### src/rtl/alu_issue_pkg.sv
// Shared encodings and holding-register layout for the ALU issue/retire sequencer.
// Latency: none (types and constants only).
// Backpressure: not applicable.
package alu_issue_pkg;

    // ALU opcodes, mirrored from the axis_cpu decoder encodings
    localparam logic [3:0] OP_ADD = 4'd0;
    localparam logic [3:0] OP_SUB = 4'd1;
    localparam logic [3:0] OP_AND = 4'd2;
    localparam logic [3:0] OP_OR  = 4'd3;
    localparam logic [3:0] OP_XOR = 4'd4;
    localparam logic [3:0] OP_NOT = 4'd5;
    localparam logic [3:0] OP_LSH = 4'd6;
    localparam logic [3:0] OP_RSH = 4'd7;
    localparam logic [3:0] OP_MUL = 4'd8;
    localparam logic [3:0] OP_DIV = 4'd9;
    localparam logic [3:0] OP_MOD = 4'd10;

    // Jump conditions
    localparam logic [2:0] COND_JA   = 3'd0;
    localparam logic [2:0] COND_JEQ  = 3'd1;
    localparam logic [2:0] COND_JGT  = 3'd2;
    localparam logic [2:0] COND_JGE  = 3'd3;
    localparam logic [2:0] COND_JSET = 3'd4;

    // Sequencer states; TRAP only exists when the divide-by-zero trap is built in
    typedef enum logic [1:0] {
        ST_IDLE  = 2'd0,
        ST_ISSUE = 2'd1,
        ST_WAIT  = 2'd2
`ifdef AXIS_CPU_DIV0_TRAP_EN
        ,
        ST_TRAP  = 2'd3
`endif
    } state_t;

    // Everything captured at accept time (PC kept separately since it is parameterised)
    typedef struct packed {
        logic        is_jmp;
        logic [2:0]  cond;
        logic [7:0]  jt;
        logic [7:0]  jf;
        logic [3:0]  sel;
        logic [31:0] a;
        logic [31:0] b;
    } hold_t;

    // Opcodes whose divisor must be non-zero
    function automatic logic is_div_op(input logic [3:0] sel);
        return (sel == OP_DIV) || (sel == OP_MOD);
    endfunction

endpackage

### src/rtl/alu_issue_jmp_resolve.sv
// Jump resolution: selects the branch predicate and forms pc + 1 + offset.
// Latency: purely combinational.
// Backpressure: none; caller decides when the result is used.
module jmp_resolve
    import alu_issue_pkg::*;
#(
    parameter int PC_WIDTH = 10
) (
    input  logic [2:0]          cond,
    input  logic                eq,
    input  logic                gt,
    input  logic                ge,
    input  logic                set,
    input  logic [7:0]          jt,
    input  logic [7:0]          jf,
    input  logic [PC_WIDTH-1:0] pc,
    output logic [PC_WIDTH-1:0] next_pc
);

    // Sum wide enough for either operand; the top bits are dropped so the PC wraps
    localparam int SW = ((PC_WIDTH > 8) ? PC_WIDTH : 8) + 1;

    logic          pred;
    logic [7:0]    offset;
    logic [SW-1:0] sum;

    // Predicate select; JA always takes jt, unknown conditions fall through to jf
    always_comb begin
        pred = 1'b0;
        case (cond)
            COND_JA:   pred = 1'b1;
            COND_JEQ:  pred = eq;
            COND_JGT:  pred = gt;
            COND_JGE:  pred = ge;
            COND_JSET: pred = set;
            default:   pred = 1'b0;
        endcase
    end

    // Zero-extended offset added to pc + 1, truncated modulo 2^PC_WIDTH
    always_comb begin
        offset  = pred ? jt : jf;
        sum     = SW'(pc) + SW'(offset) + SW'(1);
        next_pc = sum[PC_WIDTH-1:0];
    end

endmodule

### src/rtl/alu_issue.sv
// Issue/retire sequencer on the ALU request side; optional div-by-zero trap via AXIS_CPU_DIV0_TRAP_EN.
// Latency: accept -> ALU_en next cycle -> retire on the ALU_vld cycle; JA retires the cycle after accept.
// Backpressure: instr_rdy only in IDLE; WAIT holds operands until ALU_vld, acked combinationally.
module alu_issue
    import alu_issue_pkg::*;
#(
    parameter int PC_WIDTH = 10
) (
    input  logic                clk,
    input  logic                rst_n,
    input  logic                instr_vld,
    output logic                instr_rdy,
    input  logic                instr_is_jmp,
    input  logic [3:0]          instr_op,
    input  logic [2:0]          instr_cond,
    input  logic                instr_use_k,
    input  logic [31:0]         instr_k,
    input  logic [7:0]          instr_jt,
    input  logic [7:0]          instr_jf,
    input  logic [PC_WIDTH-1:0] instr_pc,
    input  logic [31:0]         acc,
    input  logic [31:0]         x,
    output logic [31:0]         A,
    output logic [31:0]         B,
    output logic [3:0]          ALU_sel,
    output logic                ALU_en,
    input  logic [31:0]         ALU_out,
    input  logic                eq,
    input  logic                gt,
    input  logic                ge,
    input  logic                set,
    input  logic                ALU_vld,
    output logic                ALU_ack,
    output logic                acc_wr_en,
    output logic [31:0]         acc_wr_data,
    output logic                pc_wr_en,
    output logic [PC_WIDTH-1:0] pc_wr_data,
    output logic                trap,
    output logic                busy
);

    state_t              state;
    state_t              state_nxt;
    hold_t               hold;
    logic [PC_WIDTH-1:0] hold_pc;
    logic [PC_WIDTH-1:0] jmp_pc;
    logic                accept;
    logic                is_ja;

    assign accept = (state == ST_IDLE) && instr_vld;
    assign is_ja  = hold.is_jmp && (hold.cond == COND_JA);

`ifdef AXIS_CPU_DIV0_TRAP_EN
    logic div0;
    assign div0 = !hold.is_jmp && is_div_op(hold.sel) && (hold.b == 32'd0);
`endif

    // Holding registers: captured on accept, stable through ISSUE and WAIT
    always_ff @(posedge clk or negedge rst_n) begin
        if (!rst_n) begin
            hold    <= '0;
            hold_pc <= '0;
        end else if (accept) begin
            hold.is_jmp <= instr_is_jmp;
            hold.cond   <= instr_cond;
            hold.jt     <= instr_jt;
            hold.jf     <= instr_jf;
            hold.sel    <= instr_is_jmp ? OP_SUB : instr_op;
            hold.a      <= acc;
            hold.b      <= instr_use_k ? instr_k : x;
            hold_pc     <= instr_pc;
        end
    end

    // Operands are presented straight from the holding registers
    assign A       = hold.a;
    assign B       = hold.b;
    assign ALU_sel = hold.sel;

    jmp_resolve #(
        .PC_WIDTH (PC_WIDTH)
    ) u_jmp_resolve (
        .cond    (hold.cond),
        .eq      (eq),
        .gt      (gt),
        .ge      (ge),
        .set     (set),
        .jt      (hold.jt),
        .jf      (hold.jf),
        .pc      (hold_pc),
        .next_pc (jmp_pc)
    );

    // State register
    always_ff @(posedge clk or negedge rst_n) begin
        if (!rst_n) begin
            state <= ST_IDLE;
        end else begin
            state <= state_nxt;
        end
    end

    // Next state and handshake/retire strobes
    always_comb begin
        state_nxt = state;
        instr_rdy = 1'b0;
        ALU_en    = 1'b0;
        ALU_ack   = 1'b0;
        acc_wr_en = 1'b0;
        pc_wr_en  = 1'b0;
        trap      = 1'b0;
        busy      = 1'b1;
        case (state)
            ST_IDLE: begin
                busy      = 1'b0;
                instr_rdy = 1'b1;
                if (instr_vld) begin
                    state_nxt = ST_ISSUE;
                end
            end
            ST_ISSUE: begin
                if (is_ja) begin
                    // Unconditional jump needs no ALU round trip
                    pc_wr_en  = 1'b1;
                    state_nxt = ST_IDLE;
`ifdef AXIS_CPU_DIV0_TRAP_EN
                end else if (div0) begin
                    state_nxt = ST_TRAP;
`endif
                end else begin
                    ALU_en    = 1'b1;
                    state_nxt = ST_WAIT;
                end
            end
            ST_WAIT: begin
                if (ALU_vld) begin
                    ALU_ack   = 1'b1;
                    pc_wr_en  = hold.is_jmp;
                    acc_wr_en = !hold.is_jmp;
                    state_nxt = ST_IDLE;
                end
            end
`ifdef AXIS_CPU_DIV0_TRAP_EN
            ST_TRAP: begin
                // Sticky until reset
                trap = 1'b1;
            end
`endif
            default: begin
                state_nxt = ST_IDLE;
            end
        endcase
    end

    // Write data is only non-zero alongside its strobe
    assign acc_wr_data = acc_wr_en ? ALU_out : 32'd0;
    assign pc_wr_data  = pc_wr_en ? jmp_pc : '0;

endmodule
### config.mk
export PLATFORM = sky130hd
export DESIGN_NAME = alu_issue
export DESIGN_NICKNAME = d
export VERILOG_FILES = /design/src/rtl/alu_issue_pkg.sv /design/src/rtl/alu_issue_jmp_resolve.sv /design/src/rtl/alu_issue.sv
export SDC_FILE = /design/constraint.sdc
export NUM_CORES = 1
export LEC_CHECK = 0
export ABC_AREA = 0
export CAP_MARGIN = 10
export CORE_AREA = 4 4 111 113
export DETAILED_ROUTE_END_ITERATION = 10
export DIE_AREA = 0 0 115 117
export DONT_BUFFER_PORTS = 1
export PLACE_DENSITY_LB_ADDON = 0.3
export SYNTH_ARGS = -nofsm -noshare
export SYNTH_HDL_FRONTEND = slang
export SYNTH_HIERARCHICAL = 1
export SYNTH_SLANG_ARGS = --single-unit
### constraint.sdc
create_clock -name clk -period 3.2 [get_ports clk]
set_input_delay 0.48 -clock clk [delete_from_list [all_inputs] [get_ports clk]]
set_output_delay 0.48 -clock clk [all_outputs]
set_load 0.02 [all_outputs]
==> key figures, run 1 <==
Floorplan
  – Initial core utilization: 47.65%
  – Die area: 13460 µm²
  – # IOs: 288
  – Die height: 117 µm
  – Area of the core: roughly 11000 µm²
  – Std cell rows: 39
  – Die Width: 115 µm

STA
  – Worst Tran Pin Value: 925.0 ps
  – Period minus WS final: 3512 ps
  – Fmax: 284.7 MHz
  – Crit share post-route: 109.7%
  – Clock Skew: 7.598 ps
  – Final-report setup violation count: 6
  – RSZ-0062 raised after global routing: yes
  – Hold Fails Final Rpt: 0
  – Max-slew violation count: 0
  – TNS Setup: -1421 ps
  – Fin worst setup slack: -312.0 ps
  – Slew HR: 37.78%

Placement
  – Placed inst area: 5080 µm²
  – IO Port Bufs: 0
  – Pre-CTS setup slack: -241.9 ps
  – DPL Wire Length: between 9000 and 10000 µm
  – RD Place Congestion: 0.7489

Critical path
  – Worst flop-to-flop path endpoint: A[10]
  – Crit Path Max Fanout: 4
  – R2r startpoint: state[0]
  – WP data required: between 2000 and 3000 ps
  – Critical Path Source Type: flip-flop
  – Crit path kind: reg -> out
  – Worst Path Arrival: between 3000 and 4000 ps
  – Worst reg2reg setup slack: slightly below 1000 ps
  – Critical Path Sink Type: primary output
  – Reg2reg path depth: 5

Yosys
  – Flops & latches, synth: 100
  – Post-synthesis sequential area ratio: 46.39%
  – Mapped cell area: 5394 µm²
  – Netlist cell types: 39
  – Mapped Cells: 488
  – Syn_area_per_cell: 11.05 µm²
  – Synthesis warning total: 6
  – Syn Nets: 672

Final layout
  – Most frequent cells in the layout: dfrtp_1, mux2_2, nand2_1, o21ai_0, mux2i_1
  – Synthesis-to-finish area growth: 3.572%
  – Finished Cell Area: 5587 µm²
  – Number of diodes: 0
  – Final Net Count: a little over 600
  – Layout cells sized above 1: a little under a third
  – Commonest non-fill, non-tap cell in the layout: dfrtp_1

GRT
  – Total global routing overflow: 0
  – Largest net degree at the start of global routing: 101
  – Initial antenna violation count: 0
  – GRT Overall Usage: between 10% and 20%
  – First-pass GRT wire length: 17150 µm
  – Vias in the first global route: 3184

Pwr
  – Pwr Density: 1253 nW/µm²
  – Peak supply drop: 0.7518 mV
  – Leak pwr: 2.537 nW

Min path
  – Hold Path Class: in -> async

Route
  – Vias/cell: 5.364
  – TritonRoute pass-1 iters: 4
  – Initial DRC Count: 147
  – Vias: 3106
  – ANT nets after route: 0
  – Residual DRC: 0
  – WL per Instance: 21.00 µm
  – WL final: roughly 12000 µm

Run
  – Max Cap Viol: 0

Clock network
  – Clock root buffer: clkbuf_16
  – CTS tree: done
  – CTS buffer count: 9
  – Worst-path clk slew: 70 ps
  – CTS Buffer Depth: 2
  – CTS Sinks: 100
  – Worst-skew pair later-pin latency: 340 ps
  – H-tree Lvls: 3

Run status
  – Failing checks: negative setup slack
  – Status: finished with violations
[flip-flops by register name, summed over array words and instances (netlist names)]
name     flops
A           32
ALU_sel      4
B           32
hold        20
hold_pc     10
state        2
[worst max-delay path: stages (launching register included)]
cell and delay, ps:
dfrtp_1 410, nor2b_1 160, a31oi_1 70, o22a_2 290, mux2_4 330, buf_4 140
fa_2 350, a21oi_2 180, o211ai_1 160, o41ai_2 250, xnor2_1 150, and2_4 190
[report_power, final]
part,internal [mW],leakage (nW),switching [mW]
logic,1.66,1.20,1.41
clock network,0.555,0.139,0.475
registers,1.90,1.20,1.01
[kinds of logic after synthesis]
| kind of cell | Yosys count | synth area share [%] |
|---|---|---|
| AOI/OAI and AO/OA | 57 | 6.147 |
| xor gates and xnor gates | 7 | 1.137 |
| adders and majority gates | 13 | 3.155 |
| buffers and inverters | 103 | 12.36 |
| DFF | 100 | 46.39 |
| muxes | 104 | 20.95 |
| other | 1 | 0.06952 |
| and+or+nand+nor | 103 | 9.789 |
[final cells by class]
class | instances | area (µm²)
Fill cell | 1012 | 5734
Sequential cell | 100 | 2502
Multi-Input combinational cell | 285 | 2361
Clock buffer | 10 | 239.0
Timing Repair Buffer | 24 | 216.5
Tap cell | 143 | 178.9
Clock inverter | 6 | 47.55
Inverter | 11 | 41.29
[through the flow]
step / instances / utilization (%) / hold slack [ps] / power, mW
6_report: 579 / 49.35 / 63.52 / 7.000
5_1_grt: 579 / 49.35 / 70.21 / 7.493
4_1_cts: 576 / 48.88 / 68.26 / 6.905
2_1_floorplan: 488 / - / 184.4 / 5.318
3_3_place_gp: 554 / 44.87 / 186.8 / 5.297
3_5_place_dp: 554 / 44.87 / 186.8 / 5.402
[repair_timing]
| item | 4_1_cts | 5_1_grt |
|---|---|---|
| gates resized for setup | 30 | 4 |
| setup endpoints to repair | 7 | 7 |
| hold buffers | 1 | 0 |
| endpoints found under the hold margin | 100 | 0 |
| pin swaps | 11 | 14 |
| setup buffers | 5 | 4 |
[cells in the mapped netlist, drive strengths merged]
cell type | n | share of area [%]
a21boi | 1 | 0.14
a21oi | 6 | 0.63
a31oi | 1 | 0.12
and2 | 42 | 5.1
buf | 83 | 11
clkbuf | 9 | 0.63
conb | 1 | 0.070
dfrtp | 100 | 46
fa | 1 | 0.37
ha | 12 | 2.8
inv | 11 | 0.77
mux2 | 71 | 15
mux2i | 33 | 6.1
nand2 | 42 | 2.9
nand2b | 3 | 0.35
nand3 | 2 | 0.19
nor2 | 9 | 0.63
nor2b | 2 | 0.23
nor3 | 2 | 0.19
o211a | 1 | 0.19
o211ai | 1 | 0.14
o21a | 2 | 0.28
o21ai | 40 | 3.8
o21bai | 1 | 0.14
o22a | 1 | 0.16
o22ai | 1 | 0.12
o31a | 1 | 0.16
o41ai | 1 | 0.30
or4b | 1 | 0.19
xnor2 | 5 | 0.81
xor2 | 2 | 0.32
[routing by layer]
layer | track usage, % | share of wire (%) | routed length (µm) | up-vias
li1 | - | - | - | 1452
met1 | 19.63 | 38 | 4600 | 1487
met2 | 26.97 | 49 | 6007 | 149
met3 | 7.455 | 11 | 1360 | 18
met4 | 6.025 | 1.5 | 188 | 0
met5 | 0 | 0 | 0 | -
[how the worst max path moves through the flow]
stage | start | end | slack [ps] | cells past startpoint
detailed placement | gt | pc_wr_data[9] | -240 | 12
global placement | gt | pc_wr_data[9] | -120 | 12
finish | hold[84] | pc_wr_data[8] | -310 | 11
global route | hold[84] | pc_wr_data[8] | -410 | 11
floorplan | gt | pc_wr_data[8] | 9 | 13
CTS | hold[84] | pc_wr_data[8] | -310 | 12
Note: power is estimated with default switching activity, not from simulation.
==> run 2, diff against run 1 <==
--- a/config.mk
+++ b/config.mk
@@ -12,6 +12,7 @@
 export DIE_AREA = 0 0 115 117
 export DONT_BUFFER_PORTS = 1
 export PLACE_DENSITY_LB_ADDON = 0.3
+export SETUP_SLACK_MARGIN = 0.05
 export SYNTH_ARGS = -nofsm -noshare
 export SYNTH_HDL_FRONTEND = slang
 export SYNTH_HIERARCHICAL = 1
==> key figures, run 2 (synthesis gave the netlist of run 1 again) <==
Clock network
  – CTS tree: done
  – Worst-skew pair later-pin latency: around 350 ps
  – CTS buffer count: 9
  – CTS Buffer Depth: 2
  – Clock root buffer: clkbuf_16
  – CTS Sinks: 100
  – H-tree Lvls: 3
  – Worst-path clk slew: around 70 ps

STA
  – Slew HR: 40.64%
  – Max-slew violation count: 0
  – Final-report setup violation count: 6
  – RSZ-0062 raised after global routing: yes
  – Crit share post-route: 107.3%
  – Fin worst setup slack: -234.6 ps
  – Worst Tran Pin Value: ~880 ps
  – Fmax: 291.2 MHz
  – Period minus WS final: between 3000 and 4000 ps
  – Hold Fails Final Rpt: 0
  – Clock Skew: 8.024 ps

Pwr
  – Leak pwr: 2.543 nW
  – Peak supply drop: 0.8205 mV
  – Final Total Pwr: 7.190 mW
  – Pwr Density: approximately 1300 nW/µm²

Floorplan
  – # IOs: 288
  – Die area: 13460 µm²
  – Std cell rows: 39
  – Initial core utilization: 47.65%
  – Die Width: 115 µm
  – Area of the core: approximately 11000 µm²
  – Die height: about 120 µm

Placement
  – DP Cell Count: 556
  – RD Place Congestion: 0.7794
  – IO Port Bufs: 0
  – DPL Wire Length: 9750 µm
  – Placed inst area: around 5000 µm²
  – Pre-CTS setup slack: -165.4 ps

Critical path
  – Crit Path Max Fanout: 5
  – WP data required: 2720 ps
  – Crit path kind: reg -> out
  – Worst Path Arrival: 2950 ps
  – Reg2reg path depth: 5
  – Critical Path Sink Type: primary output
  – Worst reg2reg setup slack: 1030 ps
  – Worst flop-to-flop path endpoint: hold[85]
  – Critical Path Source Type: flip-flop
  – R2r startpoint: state[0]

Route
  – Vias/cell: 5.438
  – Vias: 3143
  – WL final: 12730 µm
  – TritonRoute pass-1 iters: 4
  – Initial DRC Count: 159
  – WL per Instance: 22.03 µm
  – ANT nets after route: 0
  – Residual DRC: 0

Min path
  – Hold Path Class: in -> async

Final layout
  – Commonest non-fill, non-tap cell in the layout: dfrtp_1
  – Finished Cell Area: 5638 µm²
  – Most frequent cells in the layout: dfrtp_1, mux2_2, nand2_1, o21ai_0, mux2i_1
  – Fill count: between 1000 and 1500
  – Number of diodes: 0
  – Multi-input logic area: 2372 µm²
  – Reg area: 2502 µm²
  – Final Net Count: ~620
  – Layout cells sized above 1: 32.18%
  – Layout Cells excl Fill: 578
  – Synthesis-to-finish area growth: 4.523%
  – Final Util: around 50%

GRT
  – Initial antenna violation count: 0
  – GRT Overall Usage: 17.81%
  – Largest net degree at the start of global routing: 101
  – Total global routing overflow: 0
  – First-pass GRT wire length: between 15000 and 20000 µm
  – Vias in the first global route: 3243

Run status
  – Failing checks: negative setup slack
  – Status: finished with violations

Run
  – Max Cap Viol: 0
[run 2: cell count changes in the layout (fill, tap and decap cells not counted), moves of 2 or more]
cell and change:
mux2_2 +2, mux2_4 -2, a21oi_1 -2, buf_6 +3, inv_6 -2, buf_4 -4
[run 2: where the power goes]
group,switching [mW],internal [mW],total [mW]
Combinational,1.45,1.72,3.17
Clock,0.460,0.646,1.11
Sequential,1.02,1.90,2.91
[run 2: area by class of cell]
type,count,area share [%]
Clock inverter,3,0.8211
Inverter,11,0.7324
Multi-Input combinational cell,285,42.08
Sequential cell,100,44.39
Timing Repair Buffer,24,4.261
Clock buffer,12,4.549
Tap cell,143,3.174
[run 2: timing repair]
action,4_1_cts,5_1_grt
setup endpoints to repair,7,7
gates resized for setup,28,9
hold buffers,1,0
pin swaps,12,7
buffers inserted,5,1
gates cloned,0,0
hold endpoints to repair,100,0
[run 2: how the worst max path moves through the flow]
stage	startpoint	endpoint	slack, ps	cells after the start
floorplan	gt	pc_wr_data[8]	40	13
global placement	gt	pc_wr_data[9]	-130	12
detailed placement	gt	pc_wr_data[9]	-170	12
CTS	hold[84]	pc_wr_data[8]	-290	12
global route	hold[86]	pc_wr_data[8]	-390	12
finish	hold[84]	pc_wr_data[6]	-230	13
[run 2: critical path, stage by stage, from the launching register on]
cell	delay [ps]
dfrtp_1	420
nor2b_1	130
a31oi_1	50
o22a_2	270
buf_6	150
buf_6	110
mux2_4	300
ha_4	300
nand3_2	70
o211ai_1	270
buf_4	170
nor2_2	30
xnor2_1	120
and2_4	190
[run 2: metal layers]
layer  GRT usage [%]  up-vias  wire length (µm)
met4           6.182        0               187
met5               0        -                 0
met2           29.09      148              6458
met3           7.404       19              1256
li1                -     1453                 -
met1           21.34     1523              4828
[run 2: per-stage QoR]
stage | setup TNS [ps] | hold WS (ps)
after global placement | -289.2 | 186.8
final | -1035 | 36.41
after detailed placement | -493.5 | 186.8
after CTS | -1057 | 72.47
after floorplan | 0 | 184.4
after global routing | -1934 | 92.91
